==> src/rtl/rst_seq_gen.sv <==
// -----------------------------------------------------------------------------
// rst_seq_gen
//
// Reset sequencer between the board reset / PLL-lock inputs and the core reset
// domains. The block waits for a synchronised PLL lock and holds reset for
// STRETCH_CYC cycles. It then releases NUM_RST active-high synchronous resets
// one after another, GAP_CYC cycles apart, with bit 0 released first.
//
// The block re-enters reset when PLL lock is lost, when software requests a
// reset, or (optional) when the watchdog expires. The cause of the most recent
// reset is kept in a sticky register.
//
// Optional feature macro: RSTSEQ_WDT_EN
//   Defined   -> adds the port wdt_kick_i and a RUN-state watchdog (cause 3).
//   Undefined -> no watchdog logic, and cause_o never reports 3.
//
// Ports:
//   clk_i      in  1        system clock; the only clock domain of the block
//   rst_i      in  1        asynchronous active-low board/POR reset
//   locked_i   in  1        PLL lock, asynchronous; synchronised with 2 FFs
//   sw_rst_i   in  1        synchronous software reset request
//   wdt_kick_i in  1        watchdog reload strobe (RSTSEQ_WDT_EN only)
//   rst_o      out NUM_RST  active-high synchronous resets; bit 0 released first
//   ready_o    out 1        high when every rst_o bit is 0
//   cause_o    out 2        last cause: 0 POR, 1 PLL loss, 2 software, 3 watchdog
// -----------------------------------------------------------------------------
module rst_seq_gen #(
  parameter int NUM_RST     = 2,
  parameter int STRETCH_CYC = 16,
  parameter int GAP_CYC     = 4,
  parameter int WDT_CYC     = 50_000_000
) (
  input  logic               clk_i,
  input  logic               rst_i,
  input  logic               locked_i,
  input  logic               sw_rst_i,
`ifdef RSTSEQ_WDT_EN
  input  logic               wdt_kick_i,
`endif
  output logic [NUM_RST-1:0] rst_o,
  output logic               ready_o,
  output logic [1:0]         cause_o
);

  // One counter width covers the stretch, gap and watchdog counts.
  localparam int MAX_SG  = (STRETCH_CYC > GAP_CYC) ? STRETCH_CYC : GAP_CYC;
  localparam int MAX_ALL = (MAX_SG > WDT_CYC) ? MAX_SG : WDT_CYC;
  localparam int CNT_W   = $clog2(MAX_ALL) + 1;

  localparam logic [CNT_W-1:0] STRETCH_LAST = CNT_W'(STRETCH_CYC - 1);
  localparam logic [CNT_W-1:0] GAP_LAST     = CNT_W'(GAP_CYC - 1);
  localparam logic [CNT_W-1:0] CNT_ZERO     = {CNT_W{1'b0}};
  localparam logic [CNT_W-1:0] CNT_ONE      = CNT_W'(1);

  localparam logic [1:0] CAUSE_POR = 2'd0;
  localparam logic [1:0] CAUSE_PLL = 2'd1;
  localparam logic [1:0] CAUSE_SW  = 2'd2;

  typedef enum logic [1:0] {
    ST_HOLD    = 2'd0,
    ST_STRETCH = 2'd1,
    ST_RELEASE = 2'd2,
    ST_RUN     = 2'd3
  } state_t;

  logic               lock_meta_r;
  logic               lock_sync_r;
  state_t             state_r;
  state_t             state_nxt_s;
  logic [CNT_W-1:0]   cnt_r;
  logic [CNT_W-1:0]   cnt_nxt_s;
  logic [NUM_RST-1:0] rst_r;
  logic [NUM_RST-1:0] rst_nxt_s;
  logic [NUM_RST-1:0] clr_s;
  logic               ready_r;
  logic [1:0]         cause_r;
  logic [1:0]         cause_nxt_s;
  logic               lock_loss_s;
  logic               wdt_exp_s;
  logic               trig_s;

  // Two-stage synchroniser for the asynchronous PLL lock.
  always_ff @(posedge clk_i or negedge rst_i) begin
    if (!rst_i) begin
      lock_meta_r <= 1'b0;
      lock_sync_r <= 1'b0;
    end else begin
      lock_meta_r <= locked_i;
      lock_sync_r <= lock_meta_r;
    end
  end

  // HOLD is the state that waits for lock. A low lock counts as a PLL-loss
  // trigger only after the sequence has left HOLD. Because of this, the
  // power-up wait for lock keeps cause 0.
  assign lock_loss_s = !lock_sync_r && (state_r != ST_HOLD);

`ifdef RSTSEQ_WDT_EN
  localparam logic [CNT_W-1:0] WDT_LAST  = CNT_W'(WDT_CYC - 1);
  localparam logic [1:0]       CAUSE_WDT = 2'd3;

  logic [CNT_W-1:0] wdt_cnt_r;
  logic [CNT_W-1:0] wdt_nxt_s;

  assign wdt_exp_s = (state_r == ST_RUN) && (wdt_cnt_r == WDT_LAST) && !wdt_kick_i;

  // Watchdog count of consecutive unkicked RUN cycles. The count saturates.
  always_comb begin
    wdt_nxt_s = CNT_ZERO;
    if (trig_s) begin
      wdt_nxt_s = CNT_ZERO;
    end else if (state_r == ST_RUN) begin
      if (wdt_kick_i) begin
        wdt_nxt_s = CNT_ZERO;
      end else if (wdt_cnt_r != WDT_LAST) begin
        wdt_nxt_s = wdt_cnt_r + CNT_ONE;
      end else begin
        wdt_nxt_s = wdt_cnt_r;
      end
    end else begin
      wdt_nxt_s = CNT_ZERO;
    end
  end

  // Watchdog counter register.
  always_ff @(posedge clk_i or negedge rst_i) begin
    if (!rst_i) begin
      wdt_cnt_r <= CNT_ZERO;
    end else begin
      wdt_cnt_r <= wdt_nxt_s;
    end
  end
`else
  assign wdt_exp_s = 1'b0;
`endif

  assign trig_s = lock_loss_s || wdt_exp_s || sw_rst_i;

  // Clear the lowest asserted channel. Channels release from bit 0 upwards, so
  // the pattern is always a run of ones at the top. The result is zero on the
  // final release.
  assign clr_s = rst_r & (rst_r << 1'b1);

  // Next-state, counter, reset-pattern and cause logic.
  always_comb begin
    state_nxt_s = state_r;
    cnt_nxt_s   = cnt_r;
    rst_nxt_s   = rst_r;
    cause_nxt_s = cause_r;
    if (trig_s) begin
      state_nxt_s = ST_HOLD;
      cnt_nxt_s   = CNT_ZERO;
      rst_nxt_s   = {NUM_RST{1'b1}};
      // PLL loss outranks watchdog, and watchdog outranks software.
      if (lock_loss_s) begin
        cause_nxt_s = CAUSE_PLL;
`ifdef RSTSEQ_WDT_EN
      end else if (wdt_exp_s) begin
        cause_nxt_s = CAUSE_WDT;
`endif
      end else begin
        cause_nxt_s = CAUSE_SW;
      end
    end else begin
      case (state_r)
        ST_HOLD: begin
          rst_nxt_s = {NUM_RST{1'b1}};
          cnt_nxt_s = CNT_ZERO;
          if (lock_sync_r) begin
            state_nxt_s = ST_STRETCH;
          end else begin
            state_nxt_s = ST_HOLD;
          end
        end
        ST_STRETCH: begin
          if (cnt_r == STRETCH_LAST) begin
            rst_nxt_s   = clr_s;
            cnt_nxt_s   = CNT_ZERO;
            state_nxt_s = (clr_s == {NUM_RST{1'b0}}) ? ST_RUN : ST_RELEASE;
          end else begin
            cnt_nxt_s = cnt_r + CNT_ONE;
          end
        end
        ST_RELEASE: begin
          if (cnt_r == GAP_LAST) begin
            rst_nxt_s   = clr_s;
            cnt_nxt_s   = CNT_ZERO;
            state_nxt_s = (clr_s == {NUM_RST{1'b0}}) ? ST_RUN : ST_RELEASE;
          end else begin
            cnt_nxt_s = cnt_r + CNT_ONE;
          end
        end
        ST_RUN: begin
          rst_nxt_s = {NUM_RST{1'b0}};
          cnt_nxt_s = CNT_ZERO;
        end
        default: begin
          state_nxt_s = ST_HOLD;
          cnt_nxt_s   = CNT_ZERO;
          rst_nxt_s   = {NUM_RST{1'b1}};
        end
      endcase
    end
  end

  // State, counter and registered-output update.
  always_ff @(posedge clk_i or negedge rst_i) begin
    if (!rst_i) begin
      state_r <= ST_HOLD;
      cnt_r   <= CNT_ZERO;
      rst_r   <= {NUM_RST{1'b1}};
      ready_r <= 1'b0;
      cause_r <= CAUSE_POR;
    end else begin
      state_r <= state_nxt_s;
      cnt_r   <= cnt_nxt_s;
      rst_r   <= rst_nxt_s;
      ready_r <= (rst_nxt_s == {NUM_RST{1'b0}});
      cause_r <= cause_nxt_s;
    end
  end

  assign rst_o   = rst_r;
  assign ready_o = ready_r;
  assign cause_o = cause_r;

endmodule

==> config.mk <==
export PLATFORM = sky130hd
export DESIGN_NAME = rst_seq_gen
export DESIGN_NICKNAME = d
export VERILOG_FILES = /design/src/rtl/rst_seq_gen.sv
export SDC_FILE = /design/constraint.sdc
export NUM_CORES = 1
export LEC_CHECK = 0
export ABC_AREA = 1
export CORE_MARGIN = 8
export CORE_UTILIZATION = 65
export DETAILED_ROUTE_END_ITERATION = 8
export DONT_BUFFER_PORTS = 1
export GPL_ROUTABILITY_DRIVEN = 0
export PLACE_DENSITY = 0.86
export SLEW_MARGIN = 20
export SYNTH_ARGS = -nofsm -noshare
export SYNTH_HDL_FRONTEND = slang
export SYNTH_SLANG_ARGS = --single-unit
export TNS_END_PERCENT = 10
==> constraint.sdc <==
create_clock -name clk_i -period 4.4 [get_ports clk_i]
set_input_delay 0.44 -clock clk_i [delete_from_list [all_inputs] [get_ports clk_i]]
set_output_delay 0.44 -clock clk_i [all_outputs]
set_load 0.005 [all_outputs]
==> impl_metrics.tcl <==
set metrics [dict create \
    max_slew.worst_pin.slew_ns 0.577 \
    path_clk_slew_ns 0.10 \
    gr-usage-all-layers_pct 17.9 \
    diodes 0 \
    fin_nets 318 \
    fin_crit_sh_pct 45.3 \
    outcome "complete, no violations" \
    max-slew-margin-rel_pct 61.4 \
    cts_htree_levels 2 \
    start_util_pct 65.9 \
    die_h_um 76.0 \
    routedWlPerCell_um 13.7 \
    timing.max_cap.violations 0 \
    portBuffers 0 \
    antenna_found_initial 0 \
    r2r_slack_ns 2.41 \
    dp_hpwl_um 3600 \
    syn_nets 314 \
    ir_worst_vdd_mv 0.276 \
    drc 0 \
    p_leak_nw 1.04 \
    clock_path_buffers 2 \
    drt_iter0_markers 142 \
    fin_area_um2 2440 \
    areaGrowthSynthToFinish_pct 4.28 \
    min_period_ns 1.99 \
    ctsResizeCount 0 \
    core.rowCount 22 \
    cts_root_buffer "clkbuf_4" \
    fillers 282 \
    finalPower_mw 0.729 \
    clock_skew_ns 0.0142 \
    wl_um 4920 \
    ant_nets 0 \
    ys_seq_elements 36 \
    required_ns 4.64 \
    critical_path.startpoint_type "flop" \
    yosysUniqueCellTypes 32 \
    die_area_um2 5780 \
    rsz0062_at_grt "no" \
    syn_area_per_cell_um2 7.65 \
    dr.pass1.iters 4 \
    grt_pass1_vias 1928 \
    grt_pass1_wl_um 8560 \
    core_area_um2 3550 \
    overflow 0 \
    cts_buffers 5 \
    setup-violations-final 0 \
    via_count 1964 \
    synth_cells 306 \
    finalSetupTns_ns 0 \
    cts_tree "yes" \
    final_layout_size_suffix_gt1_share_pct 17.4 \
    crit_fanout 30 \
    end_kind "flop" \
    cts_sinks 36 \
    avgViaCountPerCell 5.47 \
    synthesis.area_um2 2340 \
    io_pins 9 \
    setup_slack_ns 2.41 \
    ys_warn_count 0 \
    fmax_mhz 502 \
    power_density_nw_per_um2 299 \
    dp_slack_ns 2.42 \
    worstSkewPairLatency_ns 0.34 \
    crit_type "reg2reg" \
    grt_max_degree 37 \
    dpl_cell_area_um2 2350 \
    min_path_type "in2reg" \
    die_w_um 76.0 \
    maxSlewViolCount 0 \
    crit_arrival_ns 2.23 \
    synth-seq-area-share_pct 38.6 \
    finalHoldViolCount 0 \
]
## report_power, final
group	internal, mW	total (mW)	leakage [nW]	switching, mW
combinational	0.0496	0.169	0.520	0.119
sequential	0.358	0.379	0.485	0.0208
clock	0.0788	0.182	0.0326	0.103
## area by class of cell
| class | instances | area (um2) | share of cell area (%) |
|---|---|---|---|
| tap | 48 | 60.1 | 2.46 |
| clock buffer | 8 | 58.8 | 2.41 |
| multi-input combinational | 225 | 1240 | 50.7 |
| sequential | 36 | 903 | 37.0 |
| timing repair buffer | 2 | 30.0 | 1.23 |
| inverter | 40 | 150 | 6.15 |
## critical path: stages, from the launching register on
cell	delay, ns
dfrtp_1	0.38
inv_1	0.08
ha_1	0.21
or2_2	0.32
nand2_1	0.14
nor2_1	0.09
nand2_4	0.37
nand3_2	0.15
nand2_1	0.09
nand2_1	0.05
## what timing repair did
item                                   in CTS  in global routing
endpoints found under the hold margin      36                  0
hold buffers                                2                  0
setup buffers                               0                  0
## state kept, by name, indices dropped and copies added (netlist names)
name,flops
cnt_r,27
rst_o,2
lock_sync_r,1
ready_o,1
lock_meta_r,1
cause_o,2
state_r,2
## worst paths after layout
kind	start	endpoint	cells after the start
min reg2reg	lock_meta_r	lock_sync_r	0
max in group asynchronous	rst_i	rst_o[1]	2
max reg2reg	state_r[0]	state_r[0]	9
max	state_r[0]	state_r[0]	9
min in group asynchronous	rst_i	cnt_r[14]	2
min	locked_i	lock_meta_r	0
## synthesized netlist by cell type
library cell | number | share of area [%]
nand2_1 | 87 | 14
nor2_1 | 39 | 6.3
dfrtp_1 | 34 | 36
inv_1 | 33 | 5.3
a21oi_2 | 20 | 7.5
nand3_1 | 18 | 3.8
xor2_1 | 14 | 5.2
nand2_2 | 7 | 1.9
nor3_1 | 7 | 1.5
a21oi_1 | 6 | 1.3
inv_2 | 6 | 0.96
ha_1 | 4 | 2.1
nand4_1 | 4 | 1.1
buf_6 | 3 | 1.4
nor2_4 | 3 | 1.4
buf_4 | 2 | 0.64
dfstp_2 | 2 | 2.2
nand2_4 | 2 | 0.96
nand3_2 | 2 | 0.86
a21boi_0 | 1 | 0.32
a21boi_1 | 1 | 0.32
and2_1 | 1 | 0.27
and3_1 | 1 | 0.27
clkinv_1 | 1 | 0.16
nand4_4 | 1 | 0.91
nor2_2 | 1 | 0.27
nor2_8 | 1 | 0.86
nor3_4 | 1 | 0.70
nor3b_1 | 1 | 0.32
o21a_1 | 1 | 0.32
o21ai_1 | 1 | 0.21
or2_2 | 1 | 0.27
## cells in the final DEF (no fill, tap or decap)
| cell | Yosys | final |
|---|---|---|
| a21boi_0 | 1 | 1 |
| dfrtp_1 | 34 | 34 |
| or2_2 | 1 | 1 |
| clkinv_1 | 1 | 1 |
| a21oi_1 | 6 | 6 |
| clkbuf_8 | 0 | 1 |
| a21oi_2 | 20 | 20 |
| inv_2 | 6 | 6 |
| nand2_1 | 87 | 87 |
| clkbuf_4 | 0 | 5 |
| nand3_1 | 18 | 18 |
| nand2_4 | 2 | 2 |
| a21boi_1 | 1 | 1 |
| xor2_1 | 14 | 14 |
| nand2_2 | 7 | 7 |
| dlygate4sd3_1 | 0 | 1 |
| nand4_4 | 1 | 1 |
| nand4_1 | 4 | 4 |
| nor3_4 | 1 | 1 |
| and3_1 | 1 | 1 |
| o21a_1 | 1 | 1 |
| buf_12 | 0 | 1 |
| nor3_1 | 7 | 7 |
| nor3b_1 | 1 | 1 |
| and2_1 | 1 | 1 |
| ha_1 | 4 | 4 |
| nor2_1 | 39 | 39 |
| nor2_4 | 3 | 3 |
| clkbuf_1 | 0 | 2 |
| o21ai_1 | 1 | 1 |
| nor2_8 | 1 | 1 |
| nor2_2 | 1 | 1 |
| dfstp_2 | 2 | 2 |
| inv_1 | 33 | 33 |
| nand3_2 | 2 | 2 |
## metal layers
layer / vias up / GRT usage, % / wire length [um]
li1: 970 / - / -
met1: 921 / 20.0 / 2040
met2: 58 / 30.6 / 2440
met3: 15 / 4.60 / 311
met4: 0 / 8.63 / 136
met5: - / 0 / 0
## per-stage QoR
step / std cells / hold slack (ns) / utilization (%)
final: 359 / 0.121 / 68.7
after global routing: 359 / 0.0965 / 68.7
after CTS: 359 / 0.103 / 68.7
after detailed placement: 349 / 0.146 / 66.2
after global placement: 349 / 0.146 / 66.2
after floorplan: 306 / 0.144 / -
## cells by family (layout without fill, tap and decap cells)
group,after synthesis,in the layout,synth area share (%)
and+or+nand+nor,177,177,35.6
buffers and inverters,45,50,8.50
DFF,36,36,38.6
AOI/OAI and AO/OA,30,30,9.94
xor gates and xnor gates,14,14,5.24
adders and majority gates,4,4,2.14
Note: power is estimated with default switching activity, not from simulation.
